==> config.mk <==
export PLATFORM = sky130hd
export DESIGN_NAME = hazard_ctrl
export DESIGN_NICKNAME = d
export VERILOG_FILES = /design/src/rtl/rv32i_pkg.sv /design/src/rtl/inst_rw_decode.sv /design/src/rtl/hazard_ctrl.sv
export SDC_FILE = /design/constraint.sdc
export NUM_CORES = 1
export LEC_CHECK = 0
export ABC_CLOCK_PERIOD_IN_PS = 1800
export CAP_MARGIN = 20
export CORE_MARGIN = 1
export CORE_UTILIZATION = 40
export DETAILED_ROUTE_END_ITERATION = 10
export PLACE_DENSITY_LB_ADDON = 0.2
export SYNTH_ARGS = -nofsm -noshare
export SYNTH_HDL_FRONTEND = slang
export SYNTH_SLANG_ARGS = --single-unit
export TNS_END_PERCENT = 50
==> constraint.sdc <==
create_clock -name clk -period 1.8 [get_ports clk]
set_input_delay 0.18 -clock clk [delete_from_list [all_inputs] [get_ports clk]]
set_output_delay 0.18 -clock clk [all_outputs]
set_load 0.01 [all_outputs]
==> src/rtl/rv32i_pkg.sv <==
// Shared RV32I definitions: opcodes, forwarding-select encodings, scoreboard slot.
// Pure declarations plus one combinational helper; no state, no latency, no flow control.
package rv32i_pkg;

    localparam int REG_W = 5;

    localparam logic [6:0] OP_LUI    = 7'b0110111;
    localparam logic [6:0] OP_AUIPC  = 7'b0010111;
    localparam logic [6:0] OP_JAL    = 7'b1101111;
    localparam logic [6:0] OP_JALR   = 7'b1100111;
    localparam logic [6:0] OP_LOAD   = 7'b0000011;
    localparam logic [6:0] OP_OPIMM  = 7'b0010011;
    localparam logic [6:0] OP_BRANCH = 7'b1100011;
    localparam logic [6:0] OP_STORE  = 7'b0100011;
    localparam logic [6:0] OP_OP     = 7'b0110011;

    localparam logic [1:0] FWD_RF  = 2'b00;
    localparam logic [1:0] FWD_MEM = 2'b01;
    localparam logic [1:0] FWD_WB  = 2'b10;

    typedef struct packed {
        logic             valid;
        logic [REG_W-1:0] rd;
        logic             is_load;
    } slot_t;

    // The EX occupant moves to MEM next cycle, so it is the newest producer;
    // a load there has no data yet and is covered by the load-use stall.
    function automatic logic [1:0] fwd_pick(input logic has_rs, input logic [REG_W-1:0] rs,
                                            input slot_t ex, input slot_t mem);
        logic [1:0] sel;
        sel = FWD_RF;
        if (has_rs && ex.valid && !ex.is_load && ex.rd == rs)
            sel = FWD_MEM;
        else if (has_rs && mem.valid && mem.rd == rs)
            sel = FWD_WB;
        return sel;
    endfunction

endpackage

==> src/rtl/inst_rw_decode.sv <==
// Register read/write decode of one RV32I instruction word; x0 is never reported.
// Purely combinational, zero latency, no backpressure.
module inst_rw_decode
    import rv32i_pkg::*;
#(
    parameter int XLEN   = 32,
    parameter int NREG_W = 5
) (
    input  logic              valid,
    input  logic [XLEN-1:0]   inst,
    output logic [NREG_W-1:0] rd,
    output logic [NREG_W-1:0] rs1,
    output logic [NREG_W-1:0] rs2,
    output logic              has_rd,
    output logic              has_rs1,
    output logic              has_rs2,
    output logic              is_load
);

    logic use_rd, use_rs1, use_rs2;
    logic unused_bits;

    assign rd  = inst[7  +: NREG_W];
    assign rs1 = inst[15 +: NREG_W];
    assign rs2 = inst[20 +: NREG_W];
    assign unused_bits = ^{inst[31:25], inst[14:12]};

    always_comb begin
        use_rd  = 1'b0;
        use_rs1 = 1'b0;
        use_rs2 = 1'b0;
        case (inst[6:0])
            OP_LUI, OP_AUIPC, OP_JAL:   use_rd = 1'b1;
            OP_JALR, OP_LOAD, OP_OPIMM: begin use_rd = 1'b1; use_rs1 = 1'b1; end
            OP_BRANCH, OP_STORE:        begin use_rs1 = 1'b1; use_rs2 = 1'b1; end
            OP_OP:                      begin use_rd = 1'b1; use_rs1 = 1'b1; use_rs2 = 1'b1; end
            default: ;
        endcase
    end

    assign has_rd  = valid & use_rd  & (|rd);
    assign has_rs1 = valid & use_rs1 & (|rs1);
    assign has_rs2 = valid & use_rs2 & (|rs2);
    assign is_load = valid & (inst[6:0] == OP_LOAD);

endmodule

==> src/rtl/hazard_ctrl.sv <==
// Pipeline hazard control: load-use stall, branch flush, memory freeze, EX forwarding selects.
// Control outputs are combinational; forwarding selects are registered with the ID/EX advance; mem_stall freezes all state.
module hazard_ctrl
    import rv32i_pkg::*;
#(
    parameter int XLEN   = 32,
    parameter int NREG_W = 5
) (
    input  logic            clk,
    input  logic            rst_n,
    input  logic            id_valid,
    input  logic [XLEN-1:0] id_inst,
    input  logic            branch_taken,
    input  logic            mem_stall,
    output logic            freeze,
    output logic            stall_id,
    output logic            flush_id,
    output logic            bubble_ex,
    output logic [1:0]      fwd_a_sel,
    output logic [1:0]      fwd_b_sel
);

    logic [NREG_W-1:0] id_rd, id_rs1, id_rs2;
    logic id_has_rd, id_has_rs1, id_has_rs2, id_is_load;
    slot_t ex_slot, mem_slot, wb_slot, ex_next;
    logic load_use;
    logic unused_wb;

    inst_rw_decode #(.XLEN(XLEN), .NREG_W(NREG_W)) u_dec (
        .valid   (id_valid),
        .inst    (id_inst),
        .rd      (id_rd),
        .rs1     (id_rs1),
        .rs2     (id_rs2),
        .has_rd  (id_has_rd),
        .has_rs1 (id_has_rs1),
        .has_rs2 (id_has_rs2),
        .is_load (id_is_load)
    );

    assign load_use = id_valid & ex_slot.valid & ex_slot.is_load &
                      ((id_has_rs1 & (id_rs1 == ex_slot.rd)) |
                       (id_has_rs2 & (id_rs2 == ex_slot.rd)));

    always_comb begin
        freeze    = mem_stall;
        stall_id  = 1'b0;
        flush_id  = 1'b0;
        bubble_ex = 1'b0;
        if (!mem_stall) begin
            if (branch_taken) begin
                flush_id  = 1'b1;
                bubble_ex = 1'b1;
            end else if (load_use) begin
                stall_id  = 1'b1;
                bubble_ex = 1'b1;
            end
        end
    end

    always_comb begin
        ex_next = '0;
        if (!bubble_ex) begin
            ex_next.valid   = id_has_rd;
            ex_next.rd      = id_rd;
            ex_next.is_load = id_is_load & id_has_rd;
        end
    end

    // WB occupant is kept for visibility only: the regfile writes before it is read.
    assign unused_wb = ^wb_slot;

    always_ff @(posedge clk or negedge rst_n) begin
        if (!rst_n) begin
            ex_slot   <= '0;
            mem_slot  <= '0;
            wb_slot   <= '0;
            fwd_a_sel <= FWD_RF;
            fwd_b_sel <= FWD_RF;
        end else if (!mem_stall) begin
            wb_slot   <= mem_slot;
            mem_slot  <= ex_slot;
            ex_slot   <= ex_next;
            fwd_a_sel <= bubble_ex ? FWD_RF : fwd_pick(id_has_rs1, id_rs1, ex_slot, mem_slot);
            fwd_b_sel <= bubble_ex ? FWD_RF : fwd_pick(id_has_rs2, id_rs2, ex_slot, mem_slot);
        end
    end

endmodule
==> results.md <==
| Item | Reported |
| --- | --- |
| Sequential share of the synthesized area | 39.5% |
| Most frequent cells in the layout | 34 x sky130_fd_sc_hd__buf_4, 29 x sky130_fd_sc_hd__clkdlybuf4s50_1, 16 x sky130_fd_sc_hd__dfrtp_1 |
| Die span in y | 53.9 um |
| Largest net degree at the start of global routing | 19 |
| Violations in the final reports | setup timing |
| Wire length of the first global-routing pass | 4650 um |
| Worst-margin pin slew | 294 ps |
| Global-route usage over all layers | 23.1% |
| Maximum level of the CTS H-tree | 1 |
| DR pass1 iterations | 4 |
| Worst skew pair latency | 300 ps |
| Run status | finished with violations |
| GR Overflow Total | 0 |
| Largest clock skew in the final design | 0.800 ps |
| Fin Hold WS | 199 ps |
| Yosys reg bits | 17 |
| Number of antenna violations at the first check in global routing | 0 |
| Number of max-slew violations in the final report | 0 |
| Switching power | 260 uW |
| Rel. slew slack | 80.3% |
| Worst VDD drop | 0.537 mV |
| Share of Yosys cell area claimed by the top area cell type | 39.5% |
| Yosys cell types | 31 |
| Final setup vio count | 3 |
| Placer's final routability congestion estimate | 0.817 |
| Total number of nets in the final design | 214 |
| Number of nets in the synthesized netlist | 144 |
| Post-synth top area cell | sky130_fd_sc_hd__dfrtp_1 |
| Initial detailed-routing violation count | 10 |
| Required time reported for the critical path endpoint | 1620 ps |
| Data arrival time at the worst-slack endpoint | 1760 ps |
| TritonCTS clock tree | built |
| Slack of the critical path | -143 ps |
| Number of hold violations in the final report | 0 |
| Crit Path Class | flip-flop to output pin |
| Area added between synthesis and finish | 62.0% |
| Internal power contribution | 654 uW |
| Highest clock rate | 0.515 GHz |
| Buffers on Ports | 34 |
| Setup Total Neg Slack | -255 ps |
| Vias in the first global route | 1090 |
| Period utilisation layout | 108% |
| Total DRC errors in the routed layout | 0 |
| Clock-pin slew reported for the worst setup and hold paths after clock tree synthesis | 100 ps |
| Startpoint of the lowest-slack register-to-register path | ex_slot[4]$_DFFE_PN0N_ |
| Area after detailed placement | 1700 sq um |
| FFs w/ async S/R, synth | 100% |
| CORE AREA | 2500 sq um |
| Final HPWL DP | 2360 um |
| Critical register-to-register path endpoint | fwd_b_sel[1]$_DFFE_PN0N_ |
| Power share of the sequential group | 47.1% |
| Via-per-instance ratio | 5.34 |
| Maximum clock insertion buffer count | 2 |
| Worst min path class | input pin to asynchronous set/reset pin |
| CTS Buf Count | 3 |
| Drt wl/cell | 14.1 um |
| Commonest non-fill, non-tap cell in the layout | sky130_fd_sc_hd__buf_4 |
| Final core area utilization | 69.7% |
| Cell count after synthesis | 107 |
| Antenna diode instance count | 0 |
| Critical path capture point type | output pin |
| Internal reg-to-reg setup slack | -10 ps |
| Maximum net fanout on the critical path | 3 |
| Share of total power consumed by net switching | 28.4% |
| Via count | 1100 |
| Worst R2R Path Depth | 8 |
| Leakage power of the design | 0.767 nW |
| Number of placement rows | 18 |
| Top post-synthesis cells by area | sky130_fd_sc_hd__dfrtp_1 40%, sky130_fd_sc_hd__xor2_1 11%, sky130_fd_sc_hd__mux2_2 6.3%, sky130_fd_sc_hd__a22o_1 5.7%, sky130_fd_sc_hd__xnor2_1 4.9% |
| Most used flip-flop cell after synthesis | sky130_fd_sc_hd__dfrtp_1 |
| Final Cell Area | 1740 sq um |
| Cell area after synthesis | 1080 sq um |
| CTS Root Buffer Type | sky130_fd_sc_hd__clkbuf_4 |
| Number of warning messages in the yosys log | 0 |
| Number of buffers added to fix hold violations after cts | 0 |
| Reported max-cap violation count | 0 |
| Pre-CTS setup slack | -587 ps |
| Ratio of cells with drive above 1 in the final layout | 31.8% |
| Setup repair after global routing missed its margin | yes |
| Total power density per cell area | 524 nW/um^2 |
| Setup crit start kind | flip-flop |
| DRT antenna net count | 0 |
| Die Wd | 53.9 um |
| Clock Power Share | 23.1% |
| Min Clock Period, post-route | 1940 ps |
| Drt total wl | 2900 um |
| I/O pins | 45 |
| Post-synth EDFFs | 0 |
| Total die area | 2900 sq um |
| Combinational power share | 29.8% |
| Initial Utilization | 43.0% |
| Sinks on Clock Net | 17 |
| Mean instance size in the synthesized netlist | 10.1 sq um |
layout make-up:
class	instances	area, sq um
clock buffers	4	26.3
fillers	200	757
inverters	1	3.75
multi-input cells	85	647
flip-flops and latches	17	427
repair buffers	69	602
well taps	30	37.5
worst max path at each step:
stage	from	endpoint	slack, ps	cells past startpoint
after floorplan	id_inst[20]	fwd_b_sel[1]$_DFFE_PN0N_	190	5
after detailed placement	id_inst[3]	bubble_ex	-590	8
final	ex_slot[4]$_DFFE_PN0N_	stall_id	-140	7
after CTS	ex_slot[5]$_DFFE_PN0N_	bubble_ex	-120	7
after global placement	id_inst[2]	stall_id	-490	8
after global routing	ex_slot[4]$_DFFE_PN0N_	stall_id	-340	7
critical path: stages (launching register included):
cell and delay, ps:
sky130_fd_sc_hd__dfrtp_2 450, sky130_fd_sc_hd__xor2_1 170, sky130_fd_sc_hd__nor3_1 190, sky130_fd_sc_hd__nand3_1 130, sky130_fd_sc_hd__o21ai_1 150, sky130_fd_sc_hd__nand2_1 90
sky130_fd_sc_hd__nor3_1 140, sky130_fd_sc_hd__buf_2 160
registers in the layout, summed over array words and instances (netlist names):
register	cells
ex_slot	7
fwd_b_sel	2
mem_slot	6
fwd_a_sel	2
synth_stat cells, types with 2 or more instances:
library cell,instances
sky130_fd_sc_hd__a22o_1,7
sky130_fd_sc_hd__xor2_1,14
sky130_fd_sc_hd__nor4_1,3
sky130_fd_sc_hd__nand2_1,7
sky130_fd_sc_hd__nand4_1,2
sky130_fd_sc_hd__nor2b_1,2
sky130_fd_sc_hd__dfrtp_1,17
sky130_fd_sc_hd__mux2_2,6
sky130_fd_sc_hd__xnor2_1,6
sky130_fd_sc_hd__a32o_1,2
sky130_fd_sc_hd__o21ai_0,2
sky130_fd_sc_hd__a211oi_1,3
sky130_fd_sc_hd__clkbuf_1,3
sky130_fd_sc_hd__nor2_1,6
sky130_fd_sc_hd__nor3_1,6
sky130_fd_sc_hd__o21ai_2,2
sky130_fd_sc_hd__nand3_1,5
metal layers:
metal	global-route usage (%)	wire length (um)	share of wire, %
met5	0	0	0
met4	11.4	35	1.2
met3	3.67	85	2.9
met2	37.9	1480	51
met1	29.1	1310	45
power groups by stage:
stage	logic [mW]	registers, mW	clock network, mW
after global routing	0.296	0.434	0.238
after global placement	0.261	0.436	0
after detailed placement	0.267	0.437	0
after CTS	0.271	0.430	0.220
final	0.272	0.430	0.211
after floorplan	0.102	0.431	0
through the flow:
step                std cells  total power, mW
floorplan                 107            0.534
global placement          201            0.697
detailed placement        201            0.704
CTS                       206            0.921
global route              206            0.968
finish                    206            0.913
what timing repair did:
action / CTS / global route
resized for setup: 15 / 2
endpoints found under the setup margin: 11 / 11
hold endpoints to repair: 0 / 0
pin swaps: 4 / 6
buffers inserted: 1 / 1
cell families (layout without fill, tap and decap cells):
family	after synthesis	in the layout	synth area share, %
mux	6	6	6.28
buf+inv	5	74	2.09
simple gates	38	38	19.2
compound gates	21	21	16.6
xor+xnor	20	20	16.3
flops	17	17	39.5
Power figures use the tool's default switching activity.
